==> src/rtl/vga_pkg.sv <==
// rtl/vga_pkg.sv - shared constants and types for the VGA framebuffer path
package vga_pkg;

  localparam int H_ACTIVE  = 640;
  localparam int V_ACTIVE  = 480;
  localparam int FRAME_PIX = H_ACTIVE * V_ACTIVE;

  // Pixel word layout {red, green, blue}
  localparam int RED_HI = 11;
  localparam int RED_LO = 8;
  localparam int GRN_HI = 7;
  localparam int GRN_LO = 4;
  localparam int BLU_HI = 3;
  localparam int BLU_LO = 0;

  typedef enum logic {
    IDLE     = 1'b0,
    RD_BURST = 1'b1
  } arb_state_t;

endpackage

==> src/rtl/vga_pixel_fifo.sv <==
// rtl/vga_pixel_fifo.sv - first-word-fall-through pixel FIFO with flush and occupancy
module vga_pixel_fifo #(
  parameter int DATA_W = 12,
  parameter int DEPTH  = 64
) (
  input  logic                       clk50MHz,
  input  logic                       reset,
  input  logic                       flush,
  input  logic                       push,
  input  logic [DATA_W-1:0]          push_data,
  input  logic                       pop,
  output logic [DATA_W-1:0]          head,
  output logic                       valid,
  output logic [$clog2(DEPTH):0]     count
);
  import vga_pkg::*;

  localparam int PTR_W = $clog2(DEPTH);
  localparam logic [PTR_W:0] FULL = (PTR_W + 1)'(DEPTH);

  logic [DATA_W-1:0] store [DEPTH];
  logic [PTR_W-1:0]  wptr;
  logic [PTR_W-1:0]  rptr;
  logic              do_push;
  logic              do_pop;

  // A pop on empty is ignored here; the caller flags it as underflow.
  assign do_pop  = pop && (count != '0);
  assign do_push = push && ((count != FULL) || do_pop);

  assign valid = (count != '0);
  assign head  = valid ? store[rptr] : '0;

  always_ff @(posedge clk50MHz) begin
    if (do_push) begin
      store[wptr] <= push_data;
    end
  end

  always_ff @(posedge clk50MHz) begin
    if (reset || flush) begin
      wptr  <= '0;
      rptr  <= '0;
      count <= '0;
    end else begin
      if (do_push) begin
        wptr <= wptr + 1'b1;
      end
      if (do_pop) begin
        rptr <= rptr + 1'b1;
      end
      case ({do_push, do_pop})
        2'b10:   count <= count + 1'b1;
        2'b01:   count <= count - 1'b1;
        default: count <= count;
      endcase
    end
  end

endmodule

==> src/rtl/vga_fb_arbiter.sv <==
// rtl/vga_fb_arbiter.sv - shares one framebuffer port between burst scan-out prefetch and a pixel writer
module vga_fb_arbiter #(
  parameter int H_ACTIVE   = vga_pkg::H_ACTIVE,
  parameter int V_ACTIVE   = vga_pkg::V_ACTIVE,
  parameter int ADDR_W     = 19,
  parameter int DATA_W     = 12,
  parameter int BURST      = 16,
  parameter int FIFO_DEPTH = 64,
  parameter int LOW_WATER  = 16,
  parameter int RD_LAT     = 2
) (
  input  logic              clk50MHz,
  input  logic              reset,
  input  logic              frame_start,
  input  logic              pix_pop,
  output logic [DATA_W-1:0] pix_data,
  output logic              pix_valid,
  output logic              underflow,
  input  logic              wr_valid,
  output logic              wr_ready,
  input  logic [ADDR_W-1:0] wr_addr,
  input  logic [DATA_W-1:0] wr_data,
  output logic              mem_en,
  output logic              mem_we,
  output logic [ADDR_W-1:0] mem_addr,
  output logic [DATA_W-1:0] mem_wdata,
  input  logic [DATA_W-1:0] mem_rdata
);
  import vga_pkg::*;

  localparam int PTR_W  = $clog2(FIFO_DEPTH);
  localparam int LVL_W  = PTR_W + 2;
  localparam int BCNT_W = $clog2(BURST + 1);
  localparam logic [ADDR_W-1:0] FRAME_LAST = ADDR_W'(H_ACTIVE * V_ACTIVE - 1);

  arb_state_t        state;
  logic [ADDR_W-1:0] rd_addr;
  logic              frame_done;
  logic [BCNT_W-1:0] burst_left;
  logic [RD_LAT-1:0] rd_sr;

  logic [PTR_W:0]    fifo_count;
  logic [LVL_W-1:0]  inflight;
  logic [LVL_W-1:0]  level;
  logic              urgent;
  logic              room;
  logic              refill_urgent;
  logic              start_rd;
  logic              issue_rd;
  logic              do_wr;
  logic              rd_on_bus;

  assign rd_on_bus = mem_en && !mem_we;

  // Reads still on the bus or in the return pipe count toward the level,
  // so a burst is never started that the FIFO cannot absorb.
  always_comb begin
    inflight = '0;
    for (int i = 0; i < RD_LAT; i++) begin
      inflight = inflight + LVL_W'(rd_sr[i]);
    end
    inflight = inflight + LVL_W'(rd_on_bus);
    level    = LVL_W'(fifo_count) + inflight;
  end

  assign urgent        = level < LVL_W'(LOW_WATER);
  assign room          = level <= LVL_W'(FIFO_DEPTH - BURST);
  assign refill_urgent = urgent && room && !frame_done;

  assign wr_ready = (state == IDLE) && !refill_urgent && !frame_start && !reset;
  assign do_wr    = wr_valid && wr_ready;
  assign start_rd = (state == IDLE) &&
                    (refill_urgent || (!wr_valid && room && !frame_done));
  assign issue_rd = start_rd || (state == RD_BURST);

  vga_pixel_fifo #(
    .DATA_W (DATA_W),
    .DEPTH  (FIFO_DEPTH)
  ) u_fifo (
    .clk50MHz  (clk50MHz),
    .reset     (reset),
    .flush     (frame_start),
    .push      (rd_sr[RD_LAT-1]),
    .push_data (mem_rdata),
    .pop       (pix_pop),
    .head      (pix_data),
    .valid     (pix_valid),
    .count     (fifo_count)
  );

  always_ff @(posedge clk50MHz) begin
    if (reset) begin
      state      <= IDLE;
      rd_addr    <= '0;
      frame_done <= 1'b0;
      burst_left <= '0;
      rd_sr      <= '0;
      underflow  <= 1'b0;
      mem_en     <= 1'b0;
      mem_we     <= 1'b0;
      mem_addr   <= '0;
      mem_wdata  <= '0;
    end else begin
      mem_en <= 1'b0;
      mem_we <= 1'b0;
      rd_sr  <= RD_LAT'({rd_sr, rd_on_bus});
      if (pix_pop && !pix_valid) begin
        underflow <= 1'b1;
      end

      if (frame_start) begin
        // Returns still in the pipe belong to the old frame and are dropped.
        state      <= IDLE;
        rd_addr    <= '0;
        frame_done <= 1'b0;
        burst_left <= '0;
        underflow  <= 1'b0;
        rd_sr      <= '0;
      end else begin
        if (issue_rd) begin
          mem_en   <= 1'b1;
          mem_addr <= rd_addr;
          if (rd_addr == FRAME_LAST) begin
            rd_addr    <= '0;
            frame_done <= 1'b1;
          end else begin
            rd_addr <= rd_addr + 1'b1;
          end
        end else if (do_wr) begin
          mem_en    <= 1'b1;
          mem_we    <= 1'b1;
          mem_addr  <= wr_addr;
          mem_wdata <= wr_data;
        end

        // The IDLE cycle that starts a burst issues its first read itself.
        case (state)
          IDLE: begin
            if (start_rd) begin
              burst_left <= BCNT_W'(BURST - 1);
              if (rd_addr == FRAME_LAST || BURST == 1) begin
                state <= IDLE;
              end else begin
                state <= RD_BURST;
              end
            end
          end
          RD_BURST: begin
            burst_left <= burst_left - 1'b1;
            if (burst_left == BCNT_W'(1) || rd_addr == FRAME_LAST) begin
              state <= IDLE;
            end
          end
          default: state <= IDLE;
        endcase
      end
    end
  end

endmodule

==> config.mk <==
export PLATFORM = sky130hd
export DESIGN_NAME = vga_fb_arbiter
export DESIGN_NICKNAME = d
export VERILOG_FILES = /design/src/rtl/vga_pkg.sv /design/src/rtl/vga_pixel_fifo.sv /design/src/rtl/vga_fb_arbiter.sv
export SDC_FILE = /design/constraint.sdc
export NUM_CORES = 1
export LEC_CHECK = 0
export BUFFER_PORTS_ARGS = -buffer_cell sky130_fd_sc_hd__buf_2
export CAP_MARGIN = 20
export CORE_ASPECT_RATIO = 1.1
export CORE_MARGIN = 4
export CORE_UTILIZATION = 40
export DETAILED_ROUTE_END_ITERATION = 10
export PLACE_DENSITY = 0.58
export SYNTH_ARGS = -nofsm -noshare
export SYNTH_HDL_FRONTEND = slang
export SYNTH_SLANG_ARGS = --single-unit
==> constraint.sdc <==
create_clock -name clk50MHz -period 4.4 [get_ports clk50MHz]
set_clock_uncertainty 0.15 [all_clocks]
set_input_delay 0.44 -clock clk50MHz [delete_from_list [all_inputs] [get_ports clk50MHz]]
set_output_delay 0.44 -clock clk50MHz [all_outputs]
set_load 0.005 [all_outputs]
# After elaboration in Yosys (flattened, before gate mapping)
# Memory sizes are Yosys's and may differ from the RTL's. A register that Yosys moved wholly into a read port is not among the register bits.
# Index checks and enable logic that the tools add are counted.
# classes
n_eq_ne,6
n_addsub,9
magnitude_cmp,2
n_mux,17
reduce_logical,33
bitwise,3
# op_table
op,count
$mux W19,3
$add A19 B1 Y19 const B,1
$eq A19 B19 Y1 const B,1
$pmux W7 S2,1
$logic_and A1 B1 Y1,13
$add A6 B1 Y6 const B,2
$mux W12,1
$mux W6,2
$pmux W5 S2,1
$add A7 B3 Y8,1
$le A8 B6 Y1 const B,1
$lt A8 B5 Y1 const B,1
$add A7 B1 Y7 const B,1
$logic_not A1 Y1,7
$mux W1,7
$ne A7 B7 Y1 const B,1
$reduce_bool A7 Y1,1
$sub A7 B1 Y7 const B,1
$eq A5 B1 Y1 const B,1
$logic_or A1 B1 Y1,5
$mux W5,1
$sub A5 B1 Y5 const B,1
$reduce_and A2 Y1,2
$reduce_bool A2 Y1,2
10 further kinds,12
# word_totals
elab_cells,84
ram_bits,768
out_inout_bits,48
ff_bits,81
mem_count,1
input_bits,48
# memory_table
name,depth,word_bits,rd,rd_clocked_by_memory_dff,wr,line,source
u_fifo.store,64,12,1,1,1,vga_pixel_fifo.sv:21,logic [DATA_W-1:0] store [DEPTH];

# Depth between registers and ports, before layout
# Gate-level depths: netlist (run 1).
# depth
depth_word,14
depth_mapped,13
mapped_depth_nobuf,13

# Hierarchy
# Synthesis (run 1) repeated with hierarchy kept, for this count alone.
# unflattened
hier_cells,1813
area_unflattened_um2,33739.9
# by_module_without_submodules
module,area_each_um2,seq_area_each_um2,n_inst,cells_each
vga_pixel_fifo,30535.5,23562.6,1,1432
vga_fb_arbiter,3204.3,1241.2,1,381

# Least setup slack after synthesis (run 1)
# No wires, ideal clock.
# synth_timing
path_type,register -> register
startpoint,register rd_sr[1]
endpoint,register rd_addr[15]
t_arrival_ps,3088
path_buffers,2
stages_incl_launch_ff,13
slack_ps,1026
required_time_ps,4114
path_cell_list,dfxtp_1 fa_1 ha_1 fa_1 and3_1 a311oi_1 nand4_1 nor2b_1 clkbuf_1 and2_1 buf_4 o21ai_0 nor2_1
# synth_between
elab_chain_len,9
elab_cells_between_ends,12
classes_between,add/sub (3); order compare (2); reduce/logical (7)
# synth_lines
item,line,source
start: declaration,vga_fb_arbiter.sv:40,logic [RD_LAT-1:0] rd_sr;
start signal: assignment,vga_fb_arbiter.sv:106,"rd_sr <= RD_LAT'({rd_sr, rd_on_bus});"
$add A1 B1 Y2 *,vga_fb_arbiter.sv:60,inflight = inflight + LVL_W'(rd_sr[i]);
$add A2 B1 Y3 *,vga_fb_arbiter.sv:62,inflight = inflight + LVL_W'(rd_on_bus);
$add A7 B3 Y8 *,vga_fb_arbiter.sv:63,level = LVL_W'(fifo_count) + inflight;
$lt A8 B5 Y1 / $le A8 B6 Y1 (equally long branches),"vga_fb_arbiter.sv:66, vga_fb_arbiter.sv:67",
$logic_and A1 B1 Y1 (on tied branches) (2 in a row),"vga_fb_arbiter.sv:68, vga_fb_arbiter.sv:73",
$logic_or A1 B1 Y1 *,vga_fb_arbiter.sv:73,(refill_urgent || (!wr_valid && room && !frame_done));
$logic_and A1 B1 Y1 *,vga_fb_arbiter.sv:72,assign start_rd = (state == IDLE) &&
$logic_or A1 B1 Y1 *,vga_fb_arbiter.sv:74,assign issue_rd = start_rd || (state == RD_BURST);
end signal: assignment,vga_fb_arbiter.sv:127,rd_addr <= rd_addr + 1'b1;
end: declaration,vga_fb_arbiter.sv:37,logic [ADDR_W-1:0] rd_addr;
# Mark *: on every way between the ends. The rest lies on a longest branch, timed or not.
# A chain may end at the register's enable or synchronous reset.

==> metrics.md, run 1 <==
| Metric | Value |
|---|---|
| CTS Buf Count | `88` |
| Status | `complete, no violations` |
| Worst-Skew Late Latency | `roughly 0.63 ns` |
| Vias | `17,102` |
| Seq. cell area | `between 20,000 and 25,000 µm²` |
| Power Total | `16,390 µW` |
| Core footprint | `83,610 µm²` |
| Clock Pin Slew Worst Setup and Hold Paths | `0.06 ns` |
| Hold Crit Depth | `1` |
| DIE AREA | `89,360 µm²` |
| Synthesized cell area | `between 30,000 and 40,000 µm²` |
| Final Max Tran Viols | `0` |
| Worst r2r path cells | `12` |
| Final nets | `between 2,000 and 2,500` |
| Syn Inst Count | `1,726` |
| Max Clk Rate | `0.2408 GHz` |
| Largest net degree at the start of global routing | `65` |
| Post-synth EDFFs | `768` |
| DP Cell Count | `2,959` |
| VDD IR max | `0.0002823 V` |
| Synth warn | `0` |
| Max_cap viols | `0` |
| Global-route wire length before repair | `about 120,000 µm` |
| Crit path time final | `4.153 ns` |
| Slew HR | `40.14%` |
| Setup TNS | `0 ns` |
| FP Rows | `111` |
| TritonCTS Sinks | `855` |
| Syn_area_per_cell | `19.61 µm²` |
| Final cycle utilization of the critical path | `a little over nine tenths` |
| Multi-input gate area | `8521 µm²` |
| Syn Nets | `roughly 1,800` |
| Top_reg_cell synth | `edfxtp_1` |
| Drt initial violations | `around 1,600` |
| Share of cells above drive strength 1 | `30.25%` |
| Gr ovfl total | `0` |
| Worst endpoint data arrival time | `3.56 ns` |
| Worst reg2reg setup slack | `approximately 0.28 ns` |
| Post-route insts no fill | `~3,100` |
| Initial Util | `40.49%` |
| FF+latch count, synth | `855` |
| Clock buffer depth | `3` |
| Pleak | `0.01227 µW` |
| Worst Tran Pin Value | `0.8979 ns` |
| Async set-or-reset flop fraction in the synthesized netlist | `0%` |
| Routability cong. | `~0.8` |
| Postcts setup bufs | `0` |
| Avg WL per Cell | `between 20 and 25 µm` |
| DRT Wirelength | `78,140 µm` |
| Crit. End Element | `primary output` |
| Final Setup Violations | `0` |
| Post-route DRC | `0` |
| Critical path class | `flip-flop to primary output` |
| Dpl hpwl | `47,180 µm` |
| Power density over the cells | `416.3 nW/µm²` |
| # port buffers | `95` |
| Htree depth | `3` |
| Die Span Y | `313.1 µm` |
| Fillers | `6,959` |
| Root Buffer | `clkbuf_16` |
| RSZ-0062 raised after global routing | `no` |
| HP Class | `input port to flip-flop` |
| Sequential fraction of the synthesis area | `73.26%` |
| GRT Util Overall | `17.38%` |
| Setup crit start kind | `flip-flop` |
| Crit-path max FO | `between 40 and 50` |
| Total I/O pin count | `96` |
| DR pass1 iterations | `7` |
| CTS tree | `done` |
| Via density | `5.441` |
| Vias in the first global route | `17,538` |
| Antenna Nets Post-Route | `0` |
| # diodes | `0` |
| Area Growth Syn to Fin | `16.31%` |
| Distinct cell type count after synthesis | `53` |
| Hold Vio Cnt, Final | `0` |
| Initial antenna violation count | `2` |
| Die Wd | `between 200 and 300 µm` |
| Required @ worst endpoint | `3.81 ns` |
==> synth_stat cells (4+ instances only) <==
cell type  count  share of area [%]
and3_1         6               0.11
nand3b_1       6               0.13
a21oi_1       31               0.46
mux4_2       240                 16
o22ai_1       12               0.22
or2_2          5              0.092
nand2_1       53               0.59
xnor2_1       10               0.26
a2111oi_2     20               0.89
buf_1          8              0.089
a211oi_1       6               0.13
nand4_1        4              0.074
clkbuf_1      62               0.69
a21o_1         6               0.13
inv_1         32               0.35
nor2b_1        7               0.13
nand3_1       42               0.62
nor2_1       129                1.4
dfxtp_1       87                5.1
ha_1          12               0.44
and2_1        10               0.18
buf_2         26               0.38
o31ai_1       20               0.44
mux2i_1       32               0.95
o21ai_0       15               0.22
xor2_1        11               0.28
nor3_1        26               0.38
or3_1          6               0.11
edfxtp_1     768                 68
==> kinds of logic after synthesis <==
group / share of synthesized area [%]
and+or+nand+nor: 4.150
xor gates and xnor gates: 0.5433
adders and majority gates: 0.6209
DFF: 73.26
muxes: 16.95
buffers and inverters: 1.604
AOI/OAI and AO/OA: 2.872
==> layer usage <==
layer  wire (µm)  track usage [%]
met2       39130            29.24
met3        4544            2.764
met5          13                0
met1       32730            23.65
met4        1720            4.958
==> cell type report <==
type / instances / share of cell area [%]
clock inverters: 42 / 1.084
repair buffers: 226 / 4.321
flip-flops and latches: 855 / 63.02
inverters: 32 / 0.3050
well taps: 1130 / 3.591
clock buffers: 118 / 6.037
multi-input cells: 740 / 21.64
==> path summary, 6_finish.rpt <==
kind                                    from                   to
worst max-delay path               flip-flop         pix_data[11]
worst min-delay path            mem_rdata[2]  u_fifo.store[32][2]
worst max register to register      rd_sr[1]          rd_addr[16]
worst min register to register  mem_wdata[3]         mem_wdata[3]
==> power breakdown <==
| group | internal, µW | switching (µW) | total (µW) |
|---|---|---|---|
| clock network | 4170 | 3060 | 7230 |
| logic | 95.0 | 207 | 302 |
| registers | 8850 | 15.0 | 8860 |
==> layout by cell type (no fill, tap or decap), types with 10 or more instances in the layout <==
| cell type | instances |
|---|---|
| a2111oi_2 | 20 |
| a21oi_1 | 31 |
| and2_1 | 10 |
| buf_12 | 15 |
| buf_2 | 95 |
| buf_4 | 101 |
| clkbuf_1 | 26 |
| clkbuf_16 | 90 |
| clkinv_1 | 13 |
| clkinv_2 | 12 |
| dfxtp_1 | 82 |
| dlygate4sd3_1 | 14 |
| edfxtp_1 | 768 |
| ha_1 | 12 |
| inv_1 | 32 |
| mux2i_1 | 32 |
| mux4_2 | 240 |
| nand2_1 | 53 |
| nand3_1 | 42 |
| nor2_1 | 129 |
| nor3_1 | 26 |
| o21ai_0 | 15 |
| o22ai_1 | 12 |
| o31ai_1 | 20 |
| xnor2_1 | 10 |
| xor2_1 | 11 |
==> registers in the layout, summed over array words and instances, names as in the netlist, 2 cells and up, named ones only <==
signal        count
mem_wdata        12
mem_addr         19
rd_addr          19
u_fifo.wptr       6
u_fifo.rptr       6
burst_left        5
u_fifo.store    768
rd_sr             2
u_fifo.count      7
==> through the flow <==
stage                     hold WS (ns)  area (µm²)  util (%)  worst slack, ns
after floorplan                 0.2886       33860         -            1.026
after global placement          0.2907       36230     43.33           0.5834
after detailed placement        0.3021       36240     43.34           0.3633
after CTS                      0.06587       39180     46.86           0.1739
after global routing           0.03829       39380     47.10          0.02148
final                          0.05792       39380     47.10           0.2466
==> critical path, cell delays in order (launching register included) <==
cell	delay, ns
dfxtp_4	0.37
buf_12	0.35
buf_4	0.35
mux4_2	0.54
mux4_2	0.59
mux2i_1	0.34
o22ai_1	0.13
buf_2	0.18
==> timing repair <==
item,in CTS,in global routing
endpoints found under the hold margin,14,0
hold buffers,14,0
resized for setup,0,0
Power figures use the tool's default switching activity.
==> run 2: changes to the inputs <==
==> constraint.sdc (replaced) <==
create_clock -name clk50MHz -period 4.4 [get_ports clk50MHz]
set_clock_uncertainty 0.15 [all_clocks]
set_input_delay 0.22 -clock clk50MHz [delete_from_list [all_inputs] [get_ports clk50MHz]]
set_output_delay 0.22 -clock clk50MHz [all_outputs]
set_load 0.005 [all_outputs]
==> metrics.md, run 2 (synthesis gave the netlist of run 1 again) <==
| Metric | Value |
|---|---|
| CP startpoint | `rd_sr[1]` |
| DIE AREA | `89,360 µm² (unchanged)` |
| Postcts setup bufs | `0 (unchanged)` |
| Slowest cell on crit path | `dfxtp_1` |
| Critical path's most frequent cell | `fa_1` |
| Vias | `17,164 (+0.36%)` |
| Total stage count of the critical path | `10 (+3)` |
| Critical-path cell list | `fa_1, ha_1, fa_1, and3_1, xnor2_1, nand4_1, nor2b_2, buf_4, and2_1, buf_2` |
| Die Span Y | `313.1 µm (unchanged)` |
| Gr ovfl total | `0 (unchanged)` |
| Post-layout util | `47.20% (+0.10 points)` |
| Slew HR | `33.35% (-6.8 points)` |
| Total I/O pin count | `96 (unchanged)` |
| Share of cells above drive strength 1 | `28.95% (-1.3 points)` |
| HP Class | `input port to flip-flop` |
| Via density | `5.440 (about the same)` |
| TritonCTS Sinks | `855 (unchanged)` |
| Power Total | `16,160 µW (-1.4%)` |
| Global-route wire length before repair | `115,400 µm (-0.59%)` |
| Area Growth Syn to Fin | `16.57%` |
| Most frequent cells in the layout | `edfxtp_1, mux4_2, nor2_1` |
| Max_cap viols | `0 (unchanged)` |
| Required @ worst endpoint | `4.03 ns (+0.22 ns)` |
| Largest regs | `u_fifo.store: 768 flops, mem_addr: 19 flops, rd_addr: 19 flops` |
| Largest register FFs | `768 (unchanged)` |
| CTS Buf Count | `85 (-3.4%)` |
| FP Rows | `111 (unchanged)` |
| CTS tree | `done` |
| Avg WL per Cell | `24.45 µm (-1.6%)` |
| Worst r2r path cells | `12 (unchanged)` |
| Setup TNS | `0 ns (unchanged)` |
| Drt initial violations | `1,493 (-8.5%)` |
| Power density over the cells | `409.5 nW/µm² (-1.6%)` |
| Die Wd | `285.4 µm (unchanged)` |
| Vias in the first global route | `17,599 (+0.35%)` |
| Dpl hpwl | `46,510 µm (-1.4%)` |
| Core footprint | `83,610 µm² (unchanged)` |
| RSZ-0062 raised after global routing | `no` |
| Hold Crit Depth | `1 (unchanged)` |
| Hold Vio Cnt, Final | `0 (unchanged)` |
| Post-route DRC | `0 (unchanged)` |
| Largest Register | `u_fifo.store` |
| Antenna Nets Post-Route | `0 (unchanged)` |
| Htree depth | `3 (unchanged)` |
| Initial antenna violation count | `3 (+1)` |
| Crit path time final | `4.095 ns (-0.05871 ns)` |
| Critical R2R Launch | `rd_sr[1]` |
| Most common cell after layout, fill and taps aside | `edfxtp_1` |
| Critical path buffers and inverters | `2 (-1)` |
| Worst-Skew Late Latency | `0.64 ns (about the same)` |
| Clock Pin Slew Worst Setup and Hold Paths | `0.06 ns (about the same)` |
| Worst Tran Pin Value | `0.9997 ns (+0.1018 ns)` |
| # port buffers | `95 (unchanged)` |
| Worst endpoint data arrival time | `3.72 ns (+0.16 ns)` |
| GRT Util Overall | `17.21% (-0.17 points)` |
| Final Max Tran Viols | `0 (unchanged)` |
| Max Clk Rate | `0.2442 GHz (+1.4%)` |
| Routability cong. | `0.7677 (-3.8%)` |
| Root Buffer | `clkbuf_16` |
| DR pass1 iterations | `6 (-1)` |
| Final Setup Violations | `0 (unchanged)` |
| Fin Hold WS | `0.01499 ns (-0.04293 ns)` |
| VDD IR max | `0.0002944 V (+4.3%)` |
| Crit-path max FO | `32 (-32%)` |
| Final nets | `2,021 (+0.75%)` |
| Crit-path leading delay family | `adder cells` |
| Status | `complete, no violations` |
| DRT Wirelength | `77,150 µm (-1.3%)` |
| Worst setup margin | `0.3053 ns (+0.05871 ns)` |
| Pre-CTS setup slack | `0.5069 ns (+0.1437 ns)` |
| Max stage delay on crit path | `0.49 ns (-0.10 ns)` |
| Crit. End Element | `primary output` |
| Pleak | `0.01228 µW (about the same)` |
| Setup crit start kind | `flip-flop` |
| Hold_sp | `mem_rdata[7]` |
| Critical path class | `flip-flop to primary output` |
| Clock buffer depth | `3 (unchanged)` |
| Final cycle utilization of the critical path | `93.06% (-1.3 points)` |
| Initial Util | `40.49% (unchanged)` |
| Largest net degree at the start of global routing | `76 (+17%)` |
## run 2: changes by cell type in the layout (fill, tap and decap cells not counted), moves of 4 or more
cell | previous run | this run
buf_4 | 101 | 89
clkbuf_1 | 26 | 22
clkinv_1 | 13 | 20
dlygate4sd3_1 | 14 | 45
## run 2: area by class of cell
type	instances	area (µm²)
antenna	1	2.502
clock buffer	111	2287
clock inverter	42	401.6
fill	7024	44140
inverter	32	120.1
multi-input combinational	740	8521
sequential	855	24820
tap	1130	1414
timing repair buffer	244	1902
## run 2: worst paths after layout
kind	slack, ns	end
setup / recovery	0.31	wr_ready
hold / removal	0.01	u_fifo.store[33][7]
setup reg to reg	0.47	mem_wdata[3]
hold reg to reg	0.31	mem_wdata[8]
## run 2: per-stage QoR
step	cell area, µm²	instances
global route	39470	3155
finish	39470	3155
floorplan	33860	1726
CTS	39170	3135
global placement	36120	2946
detailed placement	36120	2946
## run 2: report_power, final
part	leakage, µW	total [µW]	internal (µW)	switching (µW)
logic	0.00338	326	115	212
clock network	0.00130	6970	3980	3000
registers	0.00761	8860	8850	15.1
total	0.0123	16200	12900	3230
## run 2: layer usage
metal	part of all wire, %	routed length, µm	vias to the layer above	global-route usage [%]
li1	-	-	7497	-
met1	42	32410	9116	24.09
met2	50	38810	461	28.78
met3	5.9	4537	90	2.335
met4	1.8	1387	0	4.357
met5	0	0	-	0
## run 2: timing repair
item                                    4_1_cts  5_1_grt
endpoints found under the setup margin        0        0
hold buffers                                 36        9
hold endpoints to repair                     71      140
gates resized for setup                       0        0
